$ cat config.mk
export PLATFORM = sky130hd
export DESIGN_NAME = radio_rx_framer
export DESIGN_NICKNAME = d
export VERILOG_FILES = /design/src/rtl/radio_rx_framer.sv
export SDC_FILE = /design/constraint.sdc
export NUM_CORES = 2
export LEC_CHECK = 0
export BUFFER_PORTS_ARGS = -buffer_cell sky130_fd_sc_hd__buf_2
export CORE_MARGIN = 2
export CORE_UTILIZATION = 45
export CTS_CLUSTER_DIAMETER = 100
export DETAILED_ROUTE_END_ITERATION = 6
export GPL_TIMING_DRIVEN = 0
export PLACE_DENSITY_LB_ADDON = 0.1
export SYNTH_ARGS = -nofsm -noshare
export SYNTH_HDL_FRONTEND = slang
export SYNTH_SLANG_ARGS = --single-unit
$ cat constraint.sdc
create_clock -name radio_clk -period 3.8 [get_ports radio_clk]
set_input_delay 0.57 -clock radio_clk [delete_from_list [all_inputs] [get_ports radio_clk]]
set_output_delay 0.57 -clock radio_clk [all_outputs]
set_load 0.01 [all_outputs]
$ cat src/rtl/radio_rx_framer.sv
// Radio RX framer: per-channel capture of strobed radio words into timestamped
// AXI-Stream packets of spp words, with burst end (teob) and overrun handling.
module radio_rx_framer #(
    parameter int ITEM_W      = 32,
    parameter int NIPC        = 1,
    parameter int NUM_PORTS   = 1,
    parameter int FIFO_ADDR_W = 5,
    parameter int SPP_W       = 14
) (
    input  logic                             radio_clk,
    input  logic                             radio_rst_n,
    input  logic [63:0]                      radio_time,
    input  logic [NUM_PORTS-1:0]             radio_rx_stb,
    input  logic [NUM_PORTS*NIPC*ITEM_W-1:0] radio_rx_data,
    input  logic [NUM_PORTS-1:0]             run,
    input  logic [SPP_W-1:0]                 spp,
    output logic [NUM_PORTS*NIPC*ITEM_W-1:0] m_tdata,
    output logic [NUM_PORTS*64-1:0]          m_ttimestamp,
    output logic [NUM_PORTS-1:0]             m_tlast,
    output logic [NUM_PORTS-1:0]             m_teob,
    output logic [NUM_PORTS-1:0]             m_tvalid,
    input  logic [NUM_PORTS-1:0]             m_tready,
    output logic [NUM_PORTS-1:0]             overrun
);
    localparam int W     = NIPC * ITEM_W;
    localparam int DEPTH = 1 << FIFO_ADDR_W;
    localparam int ENT_W = W + 64 + 2;

    localparam logic [SPP_W-1:0]       SPP_ONE  = SPP_W'(1);
    localparam logic [FIFO_ADDR_W:0]   PTR_ONE  = (FIFO_ADDR_W + 1)'(1);
    localparam logic [FIFO_ADDR_W:0]   ALMOST   = (FIFO_ADDR_W + 1)'(DEPTH - 1);

    typedef enum logic [1:0] {IDLE, CAPTURE, OVERRUN} state_t;

    function automatic logic [SPP_W-1:0] eff_spp(input logic [SPP_W-1:0] s);
        return (s == '0) ? SPP_ONE : s;
    endfunction

    // Asynchronous assertion, deassertion released through two radio_clk flops.
    logic [1:0] rst_sync;
    logic       rst_n;

    always_ff @(posedge radio_clk or negedge radio_rst_n) begin
        if (!radio_rst_n) begin
            rst_sync <= 2'b00;
        end else begin
            rst_sync <= {rst_sync[0], 1'b1};
        end
    end

    assign rst_n = rst_sync[1];

    for (genvar c = 0; c < NUM_PORTS; c++) begin : g_chan
        state_t               state;
        logic [W-1:0]         hold_data;
        logic [63:0]          hold_time;
        logic                 hold_vld;
        logic [SPP_W-1:0]     cnt;
        logic [SPP_W-1:0]     pkt_spp;
        logic [FIFO_ADDR_W:0] wr_ptr;
        logic [FIFO_ADDR_W:0] rd_ptr;
        logic [FIFO_ADDR_W:0] used;
        logic [ENT_W-1:0]     mem [DEPTH];
        logic [ENT_W-1:0]     rd_ent;
        logic                 vld;
        logic                 ovr;
        logic                 stb;
        logic                 go;
        logic                 pop;
        logic                 last_word;
        logic                 fifo_empty;
        logic                 fifo_full;
        logic                 one_free;
        logic                 push;
        logic                 push_last;
        logic                 push_eob;
        logic                 load;
        logic                 drop;
        logic                 wr_en;
        logic [W-1:0]         din;

        assign stb        = radio_rx_stb[c];
        assign go         = run[c];
        assign din        = radio_rx_data[c*W +: W];
        assign used       = wr_ptr - rd_ptr;
        assign fifo_empty = (wr_ptr == rd_ptr);
        assign fifo_full  = (wr_ptr[FIFO_ADDR_W] != rd_ptr[FIFO_ADDR_W]) &&
                            (wr_ptr[FIFO_ADDR_W-1:0] == rd_ptr[FIFO_ADDR_W-1:0]);
        assign one_free   = (used == ALMOST);
        assign pop        = vld & m_tready[c];
        assign last_word  = (cnt == pkt_spp - SPP_ONE);
        assign wr_en      = push & ~fifo_full;

        // Occupancy is judged at cycle start; a same-cycle pop earns no credit.
        always_comb begin
            push      = 1'b0;
            push_last = 1'b0;
            push_eob  = 1'b0;
            load      = 1'b0;
            drop      = 1'b0;
            case (state)
                IDLE: begin
                    load = go & stb;
                end
                CAPTURE: begin
                    if (!go) begin
                        push      = hold_vld;
                        push_last = 1'b1;
                        push_eob  = 1'b1;
                    end else if (stb) begin
                        push      = hold_vld;
                        push_last = last_word;
                        load      = 1'b1;
                    end
                    if (push && (one_free || fifo_full)) begin
                        push_last = 1'b1;
                        push_eob  = 1'b1;
                        load      = 1'b0;
                        drop      = 1'b1;
                    end
                end
                default: begin
                end
            endcase
        end

        always_ff @(posedge radio_clk or negedge rst_n) begin
            if (!rst_n) begin
                state    <= IDLE;
                cnt      <= '0;
                pkt_spp  <= SPP_ONE;
                hold_vld <= 1'b0;
                ovr      <= 1'b0;
                wr_ptr   <= '0;
                rd_ptr   <= '0;
                vld      <= 1'b0;
            end else begin
                ovr <= drop;
                if (wr_en) begin
                    wr_ptr <= wr_ptr + PTR_ONE;
                end
                if (pop) begin
                    rd_ptr <= rd_ptr + PTR_ONE;
                end
                // A word written this edge only becomes visible one edge later.
                vld <= ~fifo_empty & ~(pop & (used == PTR_ONE));
                case (state)
                    IDLE: begin
                        if (load) begin
                            state    <= CAPTURE;
                            cnt      <= '0;
                            pkt_spp  <= eff_spp(spp);
                            hold_vld <= 1'b1;
                        end
                    end
                    CAPTURE: begin
                        if (drop) begin
                            state    <= OVERRUN;
                            hold_vld <= 1'b0;
                        end else if (!go) begin
                            state    <= IDLE;
                            hold_vld <= 1'b0;
                        end else if (load) begin
                            if (last_word) begin
                                cnt     <= '0;
                                pkt_spp <= eff_spp(spp);
                            end else begin
                                cnt <= cnt + SPP_ONE;
                            end
                        end
                    end
                    OVERRUN: begin
                        if (!go) begin
                            state <= IDLE;
                        end
                    end
                    default: begin
                        state <= IDLE;
                    end
                endcase
            end
        end

        always_ff @(posedge radio_clk) begin
            if (load) begin
                hold_data <= din;
                hold_time <= radio_time;
            end
        end

        always_ff @(posedge radio_clk) begin
            if (wr_en) begin
                mem[wr_ptr[FIFO_ADDR_W-1:0]] <= {push_last, push_eob, hold_time, hold_data};
            end
        end

        assign rd_ent = mem[rd_ptr[FIFO_ADDR_W-1:0]];

        assign m_tdata[c*W +: W]        = vld ? rd_ent[W-1:0] : '0;
        assign m_ttimestamp[c*64 +: 64] = vld ? rd_ent[W+63:W] : '0;
        assign m_teob[c]                = vld & rd_ent[W+64];
        assign m_tlast[c]               = vld & rd_ent[W+65];
        assign m_tvalid[c]              = vld;
        assign overrun[c]               = ovr;
    end

endmodule

Word-level counts from Yosys, hierarchy flattened
Memory sizes are Yosys's and may differ from the RTL's.
Cells that the tools add are included.
{ "word_totals": {"latchBits": 0, "register_bits": 143, "out_inout_bits": 100, "ram_bits": 3136, "romBits": 0, "input_bits": 115, "mem_count": 1} }
{ "mem_list": {"columns": ["name", "words", "word_bits", "rd", "rd_ports_with_merged_regs", "write_ports", "line", "source"], "rows": [
  ["g_chan[0].mem", 32, 98, 1, 0, 1, "63", "logic [ENT_W-1:0] mem [DEPTH];"]
]} }
{ "op_classes": {"n_shift": 0, "muxes": 42, "reduce_logical": 9, "n_div": 0, "mul": 0, "bitwise": 10, "n_eq_ne": 14, "magnitude_cmp": 0, "n_addsub": 5} }
{ "op_table": {"columns": ["op", "count"], "rows": [
  ["two-way mux 14 bit", 11],
  ["two-way mux 64 bit", 1],
  ["case mux 14 bit (2 select lines)", 2],
  ["two-way mux 32 bit", 1],
  ["two-way mux 1 bit", 21],
  ["adder 14 x 1 -> 14 bit (second input constant)", 1],
  ["== test 14 bit", 1],
  ["logical NOT 14 bit", 1],
  ["subtractor 14 x 1 -> 14 bit (second input constant)", 1],
  ["adder 6 x 1 -> 6 bit (second input constant)", 2],
  ["inequality test 2 bit (second input constant)", 5],
  ["bitwise AND 1 bit", 7],
  ["== test 6 x 1 -> 1 bit (second input constant)", 1],
  ["== test 6 x 5 -> 1 bit (second input constant)", 1],
  ["== test 6 bit", 1],
  ["two-way mux 2 bit", 3],
  ["case mux 2 bit (3 select lines)", 1],
  ["AND reduction 6 bit", 1],
  ["subtractor 6 bit", 1],
  ["== test 5 bit", 1],
  ["AND reduction 5 bit", 1],
  ["case mux 1 bit (2 select lines)", 2],
  ["inequality test 3 bit (second input constant)", 1],
  ["NOT 1 bit", 3],
  ["8 further kinds", 9]
]} }

Depth between registers and ports, before layout
{ "logic_depth": {"ltp_word": 10, "ltp_mapped": 15, "depth_no_buf": 11} }

Worst setup path after synthesis
Ideal clock, no wire load.
{ "synth_path": {"path_kind": "flip-flop to flip-flop", "start": "register g_chan[0].rd_ptr[1]", "end": "memory g_chan[0].mem[19][0] (netlist name) (enable)", "required_time_ns": 3.244, "stages_incl_launch_ff": 12, "path_buffers": 4, "slack_ns": -3.836, "arrival_ns": 7.080, "path_cell_list": "dfrtp_1 clkbuf_1 clkbuf_1 buf_1 clkbuf_1 inv_1 ha_1 nand3_1 nor2b_1 nor3_1 nand2_1 nor2_1"} }
{ "synth_between": {"elab_chain_len": 6} }
{ "synth_rtl": {"columns": ["item", "line", "source"], "rows": [
  ["start: declaration", "61", "logic [FIFO_ADDR_W:0] rd_ptr;"],
  ["start signal: assignment", "143", "rd_ptr <= rd_ptr + PTR_ONE;"],
  ["== test 5 bit", "88", "(wr_ptr[FIFO_ADDR_W-1:0] == rd_ptr[FIFO_ADDR_W-1:0]);"],
  ["logical AND 1 bit", "87", "assign fifo_full = (wr_ptr[FIFO_ADDR_W] != rd_ptr[FIFO_ADDR_W]) &&"],
  ["NOT 1 bit", "92", "assign wr_en = push & ~fifo_full;"],
  ["bitwise AND 1 bit", "92", null],
  ["two-way mux 1 bit", "192", "if (wr_en) begin"],
  ["two-way mux 1 bit (not written as such)", "193", "mem[wr_ptr[FIFO_ADDR_W-1:0]] <= {push_last, push_eob, hold_time, hold_data};"],
  ["end: declaration", "63", null]
]} }
Every way passes these cells.

Worst setup path in the final report
{ "layout_path": {"start": "register g_chan[0].rd_ptr[0]", "end": "output m_ttimestamp[22]"} }
{ "layout_between": {"elab_chain_len": 2} }
{ "layout_rtl": {"columns": ["item", "line", "source"], "rows": [
  ["memory (32 x 98 bit)", null, null],
  ["two-way mux 64 bit", "200", "assign m_ttimestamp[c*64 +: 64] = vld ? rd_ent[W+63:W] : '0;"],
  ["end: declaration", "18", "output logic [NUM_PORTS*64-1:0] m_ttimestamp,"]
]} }
Every way passes these cells.

==> reports/metrics.yaml <==
layout:
  post-route-util_pct: 55.3
  drive_gt1_share_pct: 39.9
  area_growth_pct: 22.5
  nets: 6266
power_and_ir_drop:
  switchingPower_w: 0.0345
  power_density_mw_per_mm2: 736
  combPwrFrac_pct: 34.1
  max-vdd-ir-drop_mv: 0.431
  clkPwrFrac_pct: 29.3
  p_leak_nw: 49.2
  p_sw_share_pct: 30.7
  seqPwrFrac_pct: 36.7
  p_int_w: 0.0780
  power.total_w: 0.113
sta:
  fin_crit_sh_pct: 111
  rsz0062_at_grt: "true"
  hold-worst-slack_ns: 0.119
  final_hold_viol_count: 0
  worst_pin_slew_ns: 1.20
  max_clock_freq_ghz: 0.237
  clock_skew_ns: 0.0498
  maxSlewHeadroom_pct: 20.3
  layout_setup_ws_ns: -0.411
  fin_crit_ns: 4.21
  setup_violations: 130
  final-max-slew-violation-count: 0
logic_synthesis:
  yosysTopAreaCell: "edfxtp_1"
  synth_seq_cells: 3279
  ys_types: 67
  synth-edff-count: 3232
  synth_common_cells: "edfxtp_1 (3,232), mux4_2 (980), nand2_1 (240)"
  syn-num-nets: 5230
  avgSynthCellArea_um2: 24.5
  yosysWarnings: 0
  async_flop_share_pct: 1.43
  ys_seq_area_share_pct: 78.7
  synth-main-ff-cell: "edfxtp_1"
  netlist_instances: 5102
  yosysMostFrequentCell: "edfxtp_1"
  synth_top_area_share_pct: 77.8
  netlist_area_mm2: 0.125
  synthTopCellsByArea: "edfxtp_1 (78%), mux4_2 (18%), dfrtp_1 (0.92%)"
die:
  ios: 215
  die-area_mm2: 0.282
  core_mm2: 0.276
  placementRows: 193
  die_h_um: 531
  die_w_um: 531
  start_util_pct: 45.2
cts:
  cts_buffer_depth: 4
  cts_tree: "yes"
  htree_levels: 5
  clock-root-buffer: "clkbuf_16"
  clkTransAtPathRegs_ns: 0.06
  cts_sinks: 3279
  cts_made_buffers: 346
  insertion_delay_ns: 0.93
flow_run:
  max-cap-violations: 0
route:
  drtAntennaViolNets: 0
  drc: 0
  routed_wl_mm: 352
  vias_per_cell: 6.01
  drt-pass1-iter-count: 5
  vias: 60930
  wire_per_inst_um: 34.8
  dr.first_iter.drc_count: 7253
place:
  io_buffers: 214
  gp_congestion: 0.739
  pre_cts_ws_ns: -1.33
  hpwl_mm: 212
worst_setup_path:
  crit_path_max_fanout: 7
  worstSetupPathType: "reg -> out"
  critPathCaptureType: "output pin"
  cp_data_arrival_time_ns: 3.64
  worst_setup_path_start_kind: "register"
  crit_required_ns: 3.23
global_route:
  gr-total-overflow: 0
  grt_antenna_before_repair: 13
  grt_pass1_wl_mm: 483
  grt_max_degree: 41
  grt_pass1_vias: 61445
  grt.total_usage_pct: 24.8
status:
  violations: "negative setup slack"
  status: "finished with violations"
min_path:
  min_path_type: "in -> reg"
[repair_timing]
action / in CTS / in global routing
buffers inserted: 94 / 45
hold buffers: 115 / 0
setup endpoints to repair: 3391 / 1611
pin swaps: 32 / 47
endpoints found under the hold margin: 116 / 0
gates cloned: 30 / 10
gates resized for setup: 961 / 143
[registers in the layout, indices dropped and copies added (netlist names), 2 cells and up]
name,count
g_chan.mem,3136
g_chan.hold_time,64
g_chan.hold_data,32
g_chan.cnt,14
g_chan.pkt_spp,14
g_chan.rd_ptr,6
g_chan.wr_ptr,6
g_chan.state,2
rst_sync,2
[layout make-up]
class / count / area [um2]
fill: 20512 / 123000
sequential: 3279 / 98200
multi-input combinational: 1553 / 26700
timing repair buffer: 689 / 9060
clock buffer: 420 / 9000
tap: 3705 / 4640
buffer: 255 / 3140
clock inverter: 212 / 1960
inverter: 14 / 95.1
antenna: 9 / 22.5
[power groups by stage]
stage | registers, W | clock network, W | logic, W
2_1_floorplan | 0.0417 | 0 | 0.0191
3_3_place_gp | 0.0420 | 0 | 0.0307
3_5_place_dp | 0.0420 | 0 | 0.0313
4_1_cts | 0.0413 | 0.0335 | 0.0378
5_1_grt | 0.0414 | 0.0349 | 0.0401
6_report | 0.0413 | 0.0329 | 0.0383
[routing by layer]
metal	vias to the layer above	share of wire (%)	GRT usage (%)
li1	24147	-	-
met1	33848	41	35.0
met2	2461	49	40.1
met3	474	7.4	4.32
met4	0	3.0	7.21
met5	-	0	0
[critical path, cell delays in order (launching register included)]
cell and delay [ns]:
dfrtp_1 0.39, buf_8 0.15, buf_12 0.15, clkbuf_16 0.16, buf_16 0.22, buf_12 0.14
buf_16 0.12, mux4_2 0.53, mux4_2 0.51, nand2_4 0.11, a21boi_2 0.08, buf_2 0.15
[final timing paths]
check	startpoint	to	slack [ns]	cells after the start
hold / removal	radio_rx_stb	g_chan[0].hold_vld	0.12	4
max in group asynchronous	rst_sync[1]	g_chan[0].rd_ptr[1]	2.99	1
setup / recovery	g_chan[0].rd_ptr[0]	m_ttimestamp[22]	-0.41	11
min in group asynchronous	rst_sync[1]	g_chan[0].cnt[6]	0.23	0
hold reg to reg	rst_sync[1]	g_chan[0].cnt[6]	0.23	0
setup reg to reg	g_chan[0].rd_ptr[1]	g_chan[0].mem[1][97]	-0.06	13
[placed cells by master (no fill, tap or decap), types with 8 or more instances in the layout]
cell type	count
buf_6	30
clkbuf_4	29
clkbuf_16	380
a21boi_4	26
diode_2	9
ha_1	10
clkbuf_2	52
buf_12	190
clkbuf_8	31
clkinv_8	9
bufinv_16	27
mux2_4	9
buf_2	204
nor2_1	10
clkbuf_1	101
inv_6	8
o21ai_0	13
xnor2_1	22
dfrtp_1	45
edfxtp_1	3232
clkinv_1	81
dlygate4sd3_1	115
buf_4	88
clkinvlp_4	12
a21boi_2	63
buf_16	105
mux4_2	980
nand2_2	109
inv_1	10
nand2_4	18
nor2_4	28
nand3_1	19
nor3_1	9
nand2_1	113
clkinv_2	64
buf_8	34
[through the flow]
stage,TNS [ns],area (um2),instances
floorplan,-261.89,125000,5102
global placement,-,131000,9021
detailed placement,-2003.92,135000,9211
CTS,-146.07,152000,10082
global route,-45.75,153000,10129
finish,-33.23,153000,10136
[kinds of logic (layout without fill, tap and decap cells)]
| kind of cell | count (synthesis) | count (layout) | share of synthesized area (%) |
|---|---|---|---|
| adder cells (fa/ha/maj) | 13 | 13 | 0.136 |
| buffers and inverters | 273 | 1590 | 0.885 |
| AND/OR/NAND/NOR | 355 | 358 | 1.24 |
| XOR/XNOR | 29 | 29 | 0.204 |
| AO/OA/AOI/OAI | 158 | 158 | 0.992 |
| other | 1 | 10 | 0.00300 |
| flip-flops | 3279 | 3279 | 78.7 |
| multiplexers | 994 | 994 | 17.8 |
Power figures use the tool's default switching activity.
